--- src/rtl/seven_seg_scroller.sv ---
// Scrolls a buffered message of 3-bit symbol codes right-to-left across N_DIGITS seven-segment digits.
// Build macro SEVEN_SEG_SCROLLER_LOOP_EN: when defined, passes repeat until stop_i instead of returning to IDLE.
module seven_seg_scroller #(
    parameter int STEP_CYCLES = 12_500_000,
    parameter int MSG_LEN     = 8,
    parameter int N_DIGITS    = 6
) (
    input  logic                    clk_i,
    input  logic                    rst_i,
    input  logic                    wr_valid_i,
    input  logic [2:0]              wr_code_i,
    output logic                    wr_ready_o,
    input  logic                    clr_i,
    input  logic                    start_i,
    input  logic                    stop_i,
    output logic                    busy_o,
    output logic                    done_o,
    output logic [3*N_DIGITS-1:0]   code_o,
    output logic [N_DIGITS-1:0]     blank_o
);
    localparam int LW = $clog2(MSG_LEN + N_DIGITS + 1);
    localparam int IW = (MSG_LEN > 1) ? $clog2(MSG_LEN) : 1;
    localparam int CW = (STEP_CYCLES > 1) ? $clog2(STEP_CYCLES) : 1;
    localparam logic [LW-1:0] MSG_LEN_L  = LW'(MSG_LEN);
    localparam logic [LW-1:0] LAST_OFS_L = LW'(N_DIGITS - 1);
    localparam logic [LW-1:0] ONE_L      = LW'(1);
    localparam logic [CW-1:0] CNT_LAST_L = CW'(STEP_CYCLES - 1);
    localparam logic [CW-1:0] CNT_ONE_L  = CW'(1);

    typedef enum logic [0:0] {
        ST_IDLE   = 1'b0,
        ST_SCROLL = 1'b1
    } state_t;

    state_t                     r_state;
    state_t                     w_state_nx;
    logic [LW-1:0]              r_len;
    logic [LW-1:0]              w_len_nx;
    logic [LW-1:0]              w_len_base;
    logic [2:0]                 r_buf [MSG_LEN];
    logic [2:0]                 w_buf_nx [MSG_LEN];
    logic [LW-1:0]              r_step;
    logic [LW-1:0]              w_step_nx;
    logic [CW-1:0]              r_cnt;
    logic [CW-1:0]              w_cnt_nx;
    logic [3*N_DIGITS-1:0]      r_code;
    logic [3*N_DIGITS-1:0]      w_code_nx;
    logic [N_DIGITS-1:0]        r_blank;
    logic [N_DIGITS-1:0]        w_blank_nx;
    logic                       r_busy;
    logic                       r_done;
    logic                       w_done_nx;
    logic                       w_wr_acc;
    logic [LW-1:0]              w_last_step;
    logic [LW-1:0]              w_last_nx;
    logic [LW-1:0]              w_pos;

    assign wr_ready_o  = (r_state == ST_IDLE) && (r_len < MSG_LEN_L);
    assign w_wr_acc    = wr_valid_i && wr_ready_o;
    assign w_last_step = r_len + LAST_OFS_L;
    assign w_last_nx   = w_len_nx + LAST_OFS_L;
    assign busy_o      = r_busy;
    assign done_o      = r_done;
    assign code_o      = r_code;
    assign blank_o     = r_blank;

    // Next-state logic for the FSM, symbol buffer, step index and step counter
    always_comb begin
        w_state_nx = r_state;
        w_len_nx   = r_len;
        w_len_base = '0;
        w_buf_nx   = r_buf;
        w_step_nx  = r_step;
        w_cnt_nx   = r_cnt;
        case (r_state)
            ST_IDLE: begin
                if (clr_i) begin
                    w_len_base = '0;
                end else begin
                    w_len_base = r_len;
                end
                // A same-cycle clear makes the write land at index 0
                if (w_wr_acc) begin
                    w_buf_nx[w_len_base[IW-1:0]] = wr_code_i;
                    w_len_nx = w_len_base + ONE_L;
                end else begin
                    w_len_nx = w_len_base;
                end
                if (start_i && !stop_i && (w_len_nx != '0)) begin
                    w_state_nx = ST_SCROLL;
                end else begin
                    w_state_nx = ST_IDLE;
                end
                w_step_nx = '0;
                w_cnt_nx  = '0;
            end
            ST_SCROLL: begin
                if (stop_i) begin
                    w_state_nx = ST_IDLE;
                    w_step_nx  = '0;
                    w_cnt_nx   = '0;
                end else if (r_cnt == CNT_LAST_L) begin
                    w_cnt_nx = '0;
                    if (r_step == w_last_step) begin
                        w_step_nx = '0;
`ifdef SEVEN_SEG_SCROLLER_LOOP_EN
                        w_state_nx = ST_SCROLL;
`else
                        w_state_nx = ST_IDLE;
`endif
                    end else begin
                        w_step_nx = r_step + ONE_L;
                    end
                end else begin
                    w_cnt_nx = r_cnt + CNT_ONE_L;
                end
            end
            default: begin
                w_state_nx = ST_IDLE;
                w_step_nx  = '0;
                w_cnt_nx   = '0;
            end
        endcase
    end

    // Display window computed from next-state values so registered outputs line up with the step
    always_comb begin
        w_code_nx  = '0;
        w_blank_nx = '1;
        w_pos      = '0;
        w_done_nx  = 1'b0;
        if (w_state_nx == ST_SCROLL) begin
            for (int k = 0; k < N_DIGITS; k++) begin
                w_pos = w_step_nx - LW'(k);
                if ((w_step_nx >= LW'(k)) && (w_pos < w_len_nx)) begin
                    w_code_nx[3*k +: 3] = w_buf_nx[w_pos[IW-1:0]];
                    w_blank_nx[k]       = 1'b0;
                end else begin
                    w_code_nx[3*k +: 3] = 3'b000;
                    w_blank_nx[k]       = 1'b1;
                end
            end
            w_done_nx = (w_step_nx == w_last_nx) && (w_cnt_nx == CNT_LAST_L);
        end else begin
            w_code_nx  = '0;
            w_blank_nx = '1;
            w_done_nx  = 1'b0;
        end
    end

    // State, buffer and registered outputs
    always_ff @(posedge clk_i) begin
        if (rst_i) begin
            r_state <= ST_IDLE;
            r_len   <= '0;
            r_buf   <= '{default: 3'b000};
            r_step  <= '0;
            r_cnt   <= '0;
            r_code  <= '0;
            r_blank <= '1;
            r_busy  <= 1'b0;
            r_done  <= 1'b0;
        end else begin
            r_state <= w_state_nx;
            r_len   <= w_len_nx;
            r_buf   <= w_buf_nx;
            r_step  <= w_step_nx;
            r_cnt   <= w_cnt_nx;
            r_code  <= w_code_nx;
            r_blank <= w_blank_nx;
            r_busy  <= (w_state_nx == ST_SCROLL);
            r_done  <= w_done_nx;
        end
    end
endmodule
--- config.mk ---
export PLATFORM = sky130hd
export DESIGN_NAME = seven_seg_scroller
export DESIGN_NICKNAME = d
export VERILOG_FILES = /design/src/rtl/seven_seg_scroller.sv
export SDC_FILE = /design/constraint.sdc
export NUM_CORES = 1
export LEC_CHECK = 0
export ABC_AREA = 1
export ABC_CLOCK_PERIOD_IN_PS = 4800
export CAP_MARGIN = 5
export CELL_PAD_IN_SITES_DETAIL_PLACEMENT = 1
export CELL_PAD_IN_SITES_GLOBAL_PLACEMENT = 1
export CORE_ASPECT_RATIO = 1.1
export CORE_MARGIN = 8
export CORE_UTILIZATION = 25
export CTS_CLUSTER_SIZE = 12
export DETAILED_ROUTE_END_ITERATION = 8
export MAX_ROUTING_LAYER = met4
export PLACE_DENSITY_LB_ADDON = 0.15
export SLEW_MARGIN = 20
export SYNTH_ARGS = -nofsm -noshare
export SYNTH_HDL_FRONTEND = slang
export SYNTH_SLANG_ARGS = --single-unit
export TNS_END_PERCENT = 50
--- constraint.sdc ---
create_clock -name clk_i -period 4.8 [get_ports clk_i]
set_input_delay 0.96 -clock clk_i [delete_from_list [all_inputs] [get_ports clk_i]]
set_output_delay 0.96 -clock clk_i [all_outputs]
set_load 0.02 [all_outputs]
==> results of run 1 <==
-- power by group through the flow --
stage | logic [uW] | registers (uW) | clock network (uW)
finish | 250 | 701 | 716
global route | 287 | 702 | 776
CTS | 257 | 701 | 747
detailed placement | 255 | 717 | 0
global placement | 254 | 718 | 0
floorplan | 177 | 717 | 0
-- state kept, by name, indices dropped and copies added, names as in the netlist --
register	flops
blank_o	6
busy_o	1
code_o	18
done_o	1
r_buf	24
r_cnt	24
r_len	4
r_step	4
-- metrics by stage --
step                total power (uW)  setup WS [ps]  instance area, um^2  util, %
CTS                             1710            831                 6610     29.1
global placement                 972            570                 6320     27.8
global route                    1760            436                 6610     29.1
floorplan                        893           1290                 5740        -
finish                          1670            875                 6610     29.1
detailed placement               973            468                 6320     27.8
-- cell usage in the layout, fill, tap and decap left out, drive strengths merged, types with 9 or more instances in the layout --
cell           instances
nand2                283
nor2                 130
nand3                120
inv                  105
dfxtp                 82
ha                    35
clkdlybuf4s50         35
a21oi                 29
o21ai                 21
nand4                 14
nor3                  13
xor2                  10
clkbuf                 9
buf                    9
-- area by class of cell --
class | instances | share of cell area (%)
multi-input combinational | 673 | 53.0
tap | 300 | 5.68
clock buffer | 9 | 3.41
inverter | 100 | 5.75
clock inverter | 7 | 1.02
timing repair buffer | 44 | 6.32
sequential | 82 | 24.8
-- worst reg2reg max path, stage by stage (launching register included) --
cell	delay (ps)
dfxtp_1	390
ha_1	200
nand2_1	110
nor2_4	160
nand2_1	90
inv_1	100
nand3_4	130
nand2_1	100
nand2_2	60
inv_4	290
nand2_4	300
ha_1	380
inv_1	160
xor2_2	80
buf_4	170
ha_1	280
nand2_1	60
inv_1	30
o21ai_0	130
nand2_1	80
nor3_2	300
nand2_1	90
nor2_1	90
-- per-layer routing --
metal	share of wire, %	vias to the layer above	wire [um]
met1	43	2579	8070
met4	2.2	0	415
met5	0	-	0
li1	-	2861	-
met2	53	50	10000
met3	2.3	17	434
-- worst max path at each step --
| stage | startpoint | to | slack, ps | cells past startpoint |
|---|---|---|---|---|
| 2_1_floorplan | stop_i | code_o[3]$_SDFF_PP0_ | 1290 | 20 |
| 3_3_place_gp | stop_i | code_o[3]$_SDFF_PP0_ | 570 | 19 |
| 3_5_place_dp | stop_i | code_o[5]$_SDFF_PP0_ | 470 | 19 |
| 4_1_cts | stop_i | code_o[5]$_SDFF_PP0_ | 830 | 19 |
| 5_1_grt | r_cnt[0]$_SDFF_PP0_ | code_o[5]$_SDFF_PP0_ | 440 | 22 |
| 6_report | stop_i | code_o[5]$_SDFF_PP0_ | 880 | 19 |
-- cells by family (layout without fill, tap and decap cells) --
group,after synthesis,count (layout)
compound gates,60,60
xor+xnor,14,14
fa+ha+maj,35,35
buf+inv,127,160
flops,82,82
simple gates,564,564
-- synth_stat cells (5+ instances only) --
cell type / count / area (um^2)
nand3_2: 20 / 200
nand2_2: 8 / 50.1
nor3_1: 11 / 55.1
buf_6: 11 / 124
ha_1: 35 / 438
nand4_1: 13 / 81.3
o21ai_0: 18 / 90.1
a21oi_1: 29 / 145
clkbuf_1: 8 / 30.0
dfxtp_1: 82 / 1640
nor2_4: 5 / 56.3
nand2_4: 6 / 67.6
nand2_1: 269 / 1010
nand3_1: 98 / 490
inv_1: 90 / 338
xor2_1: 8 / 70.1
nor2_1: 118 / 443
nor2_2: 7 / 43.8
inv_2: 8 / 30.0
==> flow_metrics.py, run 1 <==
metrics = {
    "outcome": {
        "status": "complete, no violations",
    },
    "yosys": {
        "synth_xor_xnor_area_share_pct": 2.59,
        "synth_edf_count": 0,
        "yosysWarnings": 0,
        "syn_nets": 926,
        "yosysSeqAreaShare_pct": 28.6,
        "synthAdderAreaFrac_pct": 7.63,
        "synth-async-reset-ratio_pct": 0,
        "syn_area_um2": 5740,
        "synth_top_family_by_area": "simple AND/OR/NAND/NOR gates",
        "syn_area_per_cell_um2": 6.51,
        "synth-seq-cells": 82,
        "muxShareOfSynthArea_pct": 0,
        "synth_flop_cell": "dfxtp_1",
        "netlist_instances": 882,
        "yosys.area_share.simple_pct": 45.2,
        "synth-compound-area-share_pct": 5.67,
        "yosysUniqueCellTypes": 40,
    },
    "run": {
        "cap_viol_max_count": 0,
    },
    "worst_hold_path": {
        "hold_path_startpoint": "r_buf[10]$_SDFF_PP0_",
        "min_to": "r_buf[10]$_SDFF_PP0_",
        "whs_path_depth": 2,
        "hp-class": "reg2reg",
    },
    "grt": {
        "met3_usage_pct": 2.31,
        "grt-ovfl-total": 0,
        "grt_pass1_wl_mm": 30.5,
        "grt_pass1_vias": 5711,
        "grt_use_met2_pct": 26.3,
        "grt.total_usage_pct": 14.2,
        "grt_start_max_net_pins": 44,
        "grt_use_met1_pct": 15.0,
        "grt.busiest_layer": "met2",
        "antenna_found_initial": 0,
    },
    "setup_path": {
        "reg2reg_slack_ps": 930,
        "cpMaxStageDelayCell": "clkdlybuf4s50_1",
        "worstPathRequired_ps": 5090,
        "cp_cell_sequence": "clkdlybuf4s50_1 > nor2_4 > nand2_4 > inv_2 > nand2_2 > nand2_4 > inv_4 > ha_1 > inv_1 > xor2_2 > buf_4 > ha_1 > nand2_1 > inv_1 > o21ai_0 > nand2_1 > nor3_2 > nand2_1 > nor2_1",
        "cp_num_buf_inv": 6,
        "r2r_end": "code_o[5]$_SDFF_PP0_",
        "crit_path_max_incr_delay_ps": 560,
        "crit_arrival_ps": 4220,
        "crit_family": "buffers and inverters",
        "path_class": "in2reg",
        "crit_path_end_kind": "flop",
        "path_max_fanout": 20,
        "worstRegToRegCells": 22,
        "cp_common_cell": "nand2_1",
        "startpoint_type": "input port",
        "reg2reg_from": "r_cnt[0]$_SDFF_PP0_",
    },
    "finish": {
        "final_nets": 954,
        "seq_area_um2": 1640,
        "n_antenna_cell": 0,
        "multi_input_area_um2": 3510,
        "stdcell_count": 1215,
        "area_delta_synth_final_pct": 15.2,
        "drive_above_1_share_pct": 9.73,
        "fillers": 2911,
    },
    "clock_tree": {
        "post_cts_buffers": 0,
        "cts_htree_levels": 3,
        "cts_tree": "yes",
        "cts_buffer_depth": 2,
        "ctsResizeCount": 0,
        "cts-root-buf": "clkbuf_16",
        "insertion_delay_ps": 360,
        "cts_num_sinks": 82,
        "numCtsBuffers": 9,
        "clk_pin_slew_worst_paths_ps": 80,
        "hold_buffers": 0,
    },
    "sta": {
        "finalHoldWorstSlack_ps": 472,
        "max_freq_mhz": 255,
        "drv_slew": 0,
        "fin_tns_setup_ps": 0,
        "rsz0062_at_grt": "no",
        "slew_headroom_pct": 56.7,
        "worst-slew-pin-transition_ps": 648,
        "fin_crit_sh_pct": 81.8,
        "setup_viol": 0,
        "fin_skew_ps": 15.9,
        "hold_viol_final": 0,
        "fin_crit_ps": 3920,
    },
    "placed_design": {
        "place.gp.congestion": 0.827,
        "dp.final_hpwl_mm": 14.8,
        "port_buffers": 35,
        "post-place-cells": 1199,
    },
    "die": {
        "dieArea_um2": 28100,
        "die_width_um": 160,
        "core-area_um2": 22700,
        "io_pins": 36,
        "die_height_um": 175,
        "initial_core_util_pct": 25.3,
        "rows": 58,
    },
    "power": {
        "peakVddDrop_v": 0.000145,
        "leakage_uw": 0.00310,
        "intPower_uw": 1140,
        "pwr-share-seq_pct": 42.0,
        "clkPwrFrac_pct": 42.9,
        "p_switching_uw": 528,
        "sw_frac_of_total_pct": 31.7,
        "powerDensity_nw_per_um2": 252,
        "power_frac_comb_pct": 15.0,
    },
    "drt": {
        "firstDrtPassIters": 4,
        "postRouteAntennaNets": 0,
        "routedWlPerCell_um": 15.6,
        "vias": 5507,
        "drtIter0Drc": 144,
        "wl_mm": 18.9,
        "drc": 0,
        "drt-vias-per-instance": 4.53,
    },
}
No activity file was read; power rests on OpenSTA's default activity.
==> inputs of run 2 (changes only) <==
--- a/config.mk
+++ b/config.mk
@@ -6,7 +6,7 @@
 export NUM_CORES = 1
 export LEC_CHECK = 0
 export ABC_AREA = 1
-export ABC_CLOCK_PERIOD_IN_PS = 4800
+export ABC_CLOCK_PERIOD_IN_PS = 3400
 export CAP_MARGIN = 5
 export CELL_PAD_IN_SITES_DETAIL_PLACEMENT = 1
 export CELL_PAD_IN_SITES_GLOBAL_PLACEMENT = 1
==> constraint.sdc (replaced) <==
create_clock -name clk_i -period 3.4 [get_ports clk_i]
set_input_delay 0.68 -clock clk_i [delete_from_list [all_inputs] [get_ports clk_i]]
set_output_delay 0.68 -clock clk_i [all_outputs]
set_load 0.02 [all_outputs]
==> flow_metrics.py, run 2 (synthesis results as in run 1) <==
metrics = {
    "grt": {
        "grt_start_max_net_pins": 43,
        "grt.total_usage_pct": 14.6,
        "grt-ovfl-total": 0,
        "grt_pass1_wl_mm": 31.3,
        "grt_pass1_vias": 5941,
        "antenna_found_initial": 0,
    },
    "power": {
        "peakVddDrop_v": 0.000230,
        "leakage_uw": 0.00335,
        "clkPwrFrac_pct": 46.5,
        "p_switching_uw": 744,
        "pwr-share-seq_pct": 37.7,
        "power.total_uw": 2610,
        "power_frac_comb_pct": 15.8,
        "intPower_uw": 1860,
        "sw_frac_of_total_pct": 28.6,
        "powerDensity_nw_per_um2": 370,
    },
    "die": {
        "dieArea_um2": 28100,
        "die_width_um": 160,
        "die_height_um": 175,
        "initial_core_util_pct": 25.3,
        "rows": 58,
        "core-area_um2": 22700,
        "io_pins": 36,
    },
    "drt": {
        "drt-vias-per-instance": 4.49,
        "wl_mm": 19.3,
        "routedWlPerCell_um": 15.3,
        "vias": 5659,
        "drc": 0,
        "firstDrtPassIters": 4,
        "drtIter0Drc": 178,
        "postRouteAntennaNets": 0,
    },
    "clock_tree": {
        "cts_buffer_depth": 2,
        "insertion_delay_ps": 350,
        "cts_num_sinks": 82,
        "numCtsBuffers": 9,
        "cts-root-buf": "clkbuf_16",
        "clk_pin_slew_worst_paths_ps": 70,
        "cts_tree": "yes",
        "hold_buffers": 0,
        "cts_htree_levels": 3,
    },
    "finish": {
        "n_antenna_cell": 0,
        "final_nets": 999,
        "layout_common_cells": "nand2_1, nor2_1, nand3_1",
        "final_common_cell": "nand2_1",
        "final_cell_area_um2": 7040,
        "final_core_util_pct": 31.0,
        "drive_above_1_share_pct": 14.4,
        "fillers": 2886,
        "area_delta_synth_final_pct": 22.7,
    },
    "setup_path": {
        "startpoint_type": "flop",
        "cp_cell_sequence": "ha_1 > nand2_2 > nor2_4 > nand2_1 > inv_1 > nand3_4 > o21ai_2 > nand3_2 > ha_1 > nand2_1 > nand2_1 > xor2_1 > ha_1 > a21oi_1 > nand4_2 > a21oi_1",
        "reg2reg_from": "r_cnt[0]$_SDFF_PP0_",
        "cp.depth": 16,
        "cpMaxStageDelayCell": "dfxtp_1",
        "worstRegToRegCells": 16,
        "reg2reg_slack_ps": 360,
        "startpoint": "r_cnt[0]$_SDFF_PP0_",
        "crit_arrival_ps": 3310,
        "crit_path_end_kind": "flop",
        "worstPathRequired_ps": 3670,
        "crit_path_max_incr_delay_ps": 340,
        "path_class": "reg2reg",
        "path_max_fanout": 8,
        "crit_family": "simple AND/OR/NAND/NOR gates",
        "r2r_end": "code_o[10]$_SDFF_PP0_",
        "crit_path_end": "code_o[10]$_SDFF_PP0_",
        "cp_num_buf_inv": 1,
    },
    "worst_hold_path": {
        "whs_path_depth": 2,
        "hp-class": "reg2reg",
    },
    "sta": {
        "rsz0062_at_grt": "no",
        "setup_viol": 0,
        "fin_crit_ps": 3040,
        "slew_headroom_pct": 59.8,
        "max_freq_mhz": 329,
        "fin_skew_ps": 9.00,
        "fin_crit_sh_pct": 89.5,
        "worst-slew-pin-transition_ps": 602,
        "hold_viol_final": 0,
        "drv_slew": 0,
    },
    "placed_design": {
        "place.gp.congestion": 0.847,
        "dp.final_hpwl_mm": 15.3,
        "port_buffers": 35,
        "placed_area_um2": 6640,
    },
    "outcome": {
        "status": "complete, no violations",
    },
    "run": {
        "cap_viol_max_count": 0,
    },
}
## run 2: power groups by stage
stage / Combinational (uW) / Sequential (uW) / Clock (uW)
CTS: 420 / 983 / 1250
global route: 467 / 984 / 1290
global placement: 416 / 1010 / 0
floorplan: 249 / 1010 / 0
detailed placement: 417 / 1010 / 0
finish: 410 / 983 / 1210
## run 2: what timing repair did
item | CTS | global route
gates resized for setup | 0 | 8
endpoints found under the setup margin | 0 | 15
setup buffers | 0 | 3
## run 2: stage by stage
stage / setup WS [ps] / setup TNS (ps) / hold WS (ps) / instances
floorplan: 23.9 / 0 / 430 / 882
global placement: -133 / -214 / 459 / 1241
detailed placement: -78.0 / -310 / 467 / 1241
CTS: 170 / 0 / 478 / 1257
global route: 20.5 / 0 / 495 / 1260
finish: 358 / 0 / 475 / 1260
## run 2: how the worst min path moves through the flow
stage / from / to / slack, ps
after global placement: r_buf[16]$_SDFF_PP0_ / r_buf[16]$_SDFF_PP0_ / 460
after detailed placement: r_buf[16]$_SDFF_PP0_ / r_buf[16]$_SDFF_PP0_ / 470
after CTS: r_buf[16]$_SDFF_PP0_ / r_buf[16]$_SDFF_PP0_ / 480
final: r_buf[16]$_SDFF_PP0_ / r_buf[16]$_SDFF_PP0_ / 480
after global routing: r_buf[19]$_SDFF_PP0_ / r_buf[19]$_SDFF_PP0_ / 490
after floorplan: r_cnt[0]$_SDFF_PP0_ / r_cnt[0]$_SDFF_PP0_ / 430
## run 2: worst min-delay path: cells and delay by family (launching register included)
kind | cells | cell delay (ps)
AO/OA/AOI/OAI | 1 | 60
flip-flops | 1 | 300
AND/OR/NAND/NOR | 1 | 70
## run 2: final cells by class
class	instances	area (um^2)	area share, %
multi-input cells	673	3530	50.1
well taps	300	375	5.33
inverters	100	380	5.40
clock buffers	9	225	3.20
repair buffers	89	759	10.8
flip-flops and latches	82	1640	23.3
clock inverters	7	130	1.85
## run 2: routing by layer
metal  vias to the layer above  routed length, um  global-route usage [%]
met2                        49              10100                    26.4
met1                      2642               8250                    15.5
met5                         -                  0                       -
met3                        26                300                    1.88
li1                       2942                  -                       -
met4                         0                626                    6.74
==> inputs of run 3 (changes only) <==
--- a/config.mk
+++ b/config.mk
@@ -6,7 +6,7 @@
 export NUM_CORES = 1
 export LEC_CHECK = 0
 export ABC_AREA = 1
-export ABC_CLOCK_PERIOD_IN_PS = 3400
+export ABC_CLOCK_PERIOD_IN_PS = 2600
 export CAP_MARGIN = 5
 export CELL_PAD_IN_SITES_DETAIL_PLACEMENT = 1
 export CELL_PAD_IN_SITES_GLOBAL_PLACEMENT = 1
@@ -17,7 +17,6 @@
 export DETAILED_ROUTE_END_ITERATION = 8
 export MAX_ROUTING_LAYER = met4
 export PLACE_DENSITY_LB_ADDON = 0.15
-export SLEW_MARGIN = 20
 export SYNTH_ARGS = -nofsm -noshare
 export SYNTH_HDL_FRONTEND = slang
 export SYNTH_SLANG_ARGS = --single-unit
==> constraint.sdc (replaced) <==
create_clock -name clk_i -period 2.6 [get_ports clk_i]
set_input_delay 0.52 -clock clk_i [delete_from_list [all_inputs] [get_ports clk_i]]
set_output_delay 0.52 -clock clk_i [all_outputs]
set_load 0.02 [all_outputs]
==> flow_metrics.py, run 3 (synthesis results as in run 1) <==
metrics = {
    "outcome": {
        "status": "complete, but fails checks",
        "violations": "setup timing",
    },
    "die": {
        "rows": 58,
        "initial_core_util_pct": 25.3,
        "dieArea_um2": 28100,
        "core-area_um2": 22700,
        "die_width_um": 160,
        "die_height_um": 175,
        "io_pins": 36,
    },
    "setup_path": {
        "worstPathRequired_ps": 2860,
        "path_max_fanout": 7,
        "startpoint_type": "flop",
        "crit_path_end_kind": "flop",
        "reg2reg_from": "r_len[1]$_SDFF_PP0_",
        "worstRegToRegCells": 17,
        "path_class": "reg2reg",
        "startpoint": "r_len[1]$_SDFF_PP0_",
        "crit_arrival_ps": 3180,
    },
    "finish": {
        "drive_above_1_share_pct": 27.4,
        "final_cell_area_um2": 8170,
        "final_core_util_pct": 36.0,
        "final_common_cell": "nand2_1",
        "multi_input_area_um2": 3800,
        "area_delta_synth_final_pct": 42.3,
        "fillers": 2846,
        "n_antenna_cell": 0,
        "stdcell_count": 1373,
        "seq_area_um2": 1650,
        "final_nets": 1112,
        "layout_common_cells": "nand2_1, buf_4, nor2_1",
    },
    "grt": {
        "grt-ovfl-total": 0,
        "grt_pass1_vias": 6508,
        "grt.total_usage_pct": 15.4,
        "grt_start_max_net_pins": 43,
        "antenna_found_initial": 0,
        "grt_pass1_wl_mm": 33.3,
    },
    "sta": {
        "fin_tns_setup_ps": -3260,
        "fin_crit_sh_pct": 112,
        "hold_viol_final": 0,
        "drv_slew": 0,
        "fin_crit_ps": 2920,
        "fin_skew_ps": 12.0,
        "worst-slew-pin-transition_ps": 610,
        "max_freq_mhz": 342,
        "slew_headroom_pct": 59.2,
        "rsz0062_at_grt": "yes",
        "fin_ws_ps": -325,
        "setup_viol": 20,
    },
    "drt": {
        "postRouteAntennaNets": 0,
        "routedWlPerCell_um": 15.2,
        "firstDrtPassIters": 4,
        "drtIter0Drc": 168,
        "wl_mm": 20.8,
        "drt-vias-per-instance": 4.46,
        "drc": 0,
        "vias": 6127,
    },
    "power": {
        "peakVddDrop_v": 0.000291,
        "intPower_uw": 2260,
        "powerDensity_nw_per_um2": 398,
        "p_switching_uw": 986,
        "sw_frac_of_total_pct": 30.3,
        "pwr-share-seq_pct": 39.7,
        "leakage_uw": 0.00390,
        "clkPwrFrac_pct": 40.2,
        "power_frac_comb_pct": 20.1,
    },
    "clock_tree": {
        "cts_buffer_depth": 2,
        "cts-root-buf": "clkbuf_16",
        "cts_htree_levels": 3,
        "cts_tree": "yes",
        "clk_pin_slew_worst_paths_ps": 70,
        "insertion_delay_ps": 350,
        "numCtsBuffers": 9,
        "cts_num_sinks": 82,
    },
    "placed_design": {
        "post-place-cells": 1335,
        "placed_area_um2": 7460,
        "place.gp.congestion": 0.832,
        "dp.final_hpwl_mm": 16.3,
        "dp_slack_ps": -638,
        "port_buffers": 35,
    },
    "worst_hold_path": {
        "whs_path_depth": 2,
        "hp-class": "reg2reg",
        "hold_path_startpoint": "r_buf[0]$_SDFF_PP0_",
    },
    "run": {
        "cap_viol_max_count": 0,
    },
}
==> run 3: power by group through the flow <==
| stage | registers (uW) | logic [uW] | clock network, uW |
|---|---|---|---|
| 3_5_place_dp | 1320 | 614 | 0 |
| 6_report | 1290 | 653 | 1310 |
| 2_1_floorplan | 1330 | 335 | 0 |
| 5_1_grt | 1290 | 731 | 1400 |
| 4_1_cts | 1290 | 641 | 1370 |
| 3_3_place_gp | 1320 | 608 | 0 |
==> run 3: per-layer routing <==
layer	share of wire, %	vias to the layer above	GRT usage (%)
met5	0	-	-
li1	-	3172	-
met2	53	60	28.3
met4	3.7	0	6.70
met1	42	2861	16.2
met3	1.8	34	1.86
==> run 3: cell type report <==
class	instances	area share (%)
clock inverters	4	0.414
multi-input cells	673	46.6
well taps	300	4.60
inverters	100	4.92
repair buffers	202	20.1
clock buffers	12	3.14
flip-flops and latches	82	20.2
==> run 3: worst max-delay path, cell delays in order, from the launching register on <==
cell and delay, ps:
dfxtp_4 360, ha_4 240, xor2_1 160, nor2_1 120, nand3_2 140, nand2_2 110
nand2_4 90, nand3_4 150, inv_4 70, ha_4 150, a21o_1 180, xor2_1 140
ha_1 300, a21oi_1 130, nand3_1 140, nor2_4 180, buf_4 140, inv_1 30
==> run 3: metrics by stage <==
| stage | power, uW | hold slack (ps) |
|---|---|---|
| 6_report | 3250 | 471 |
| 5_1_grt | 3420 | 497 |
| 4_1_cts | 3300 | 471 |
| 3_5_place_dp | 1940 | 461 |
| 3_3_place_gp | 1930 | 456 |
| 2_1_floorplan | 1660 | 433 |
==> run 3: worst paths after layout <==
check | end | slack [ps]
setup / recovery | blank_o[5]$_SDFF_PP1_ | -320
hold reg to reg | r_buf[0]$_SDFF_PP0_ | 470
setup reg to reg | blank_o[5]$_SDFF_PP1_ | -320
hold / removal | r_buf[0]$_SDFF_PP0_ | 470
==> run 3: timing repair <==
action	4_1_cts	5_1_grt
endpoints found under the setup margin	25	25
buffers inserted	12	11
hold buffers	0	0
resized for setup	24	37
pin swaps	16	26
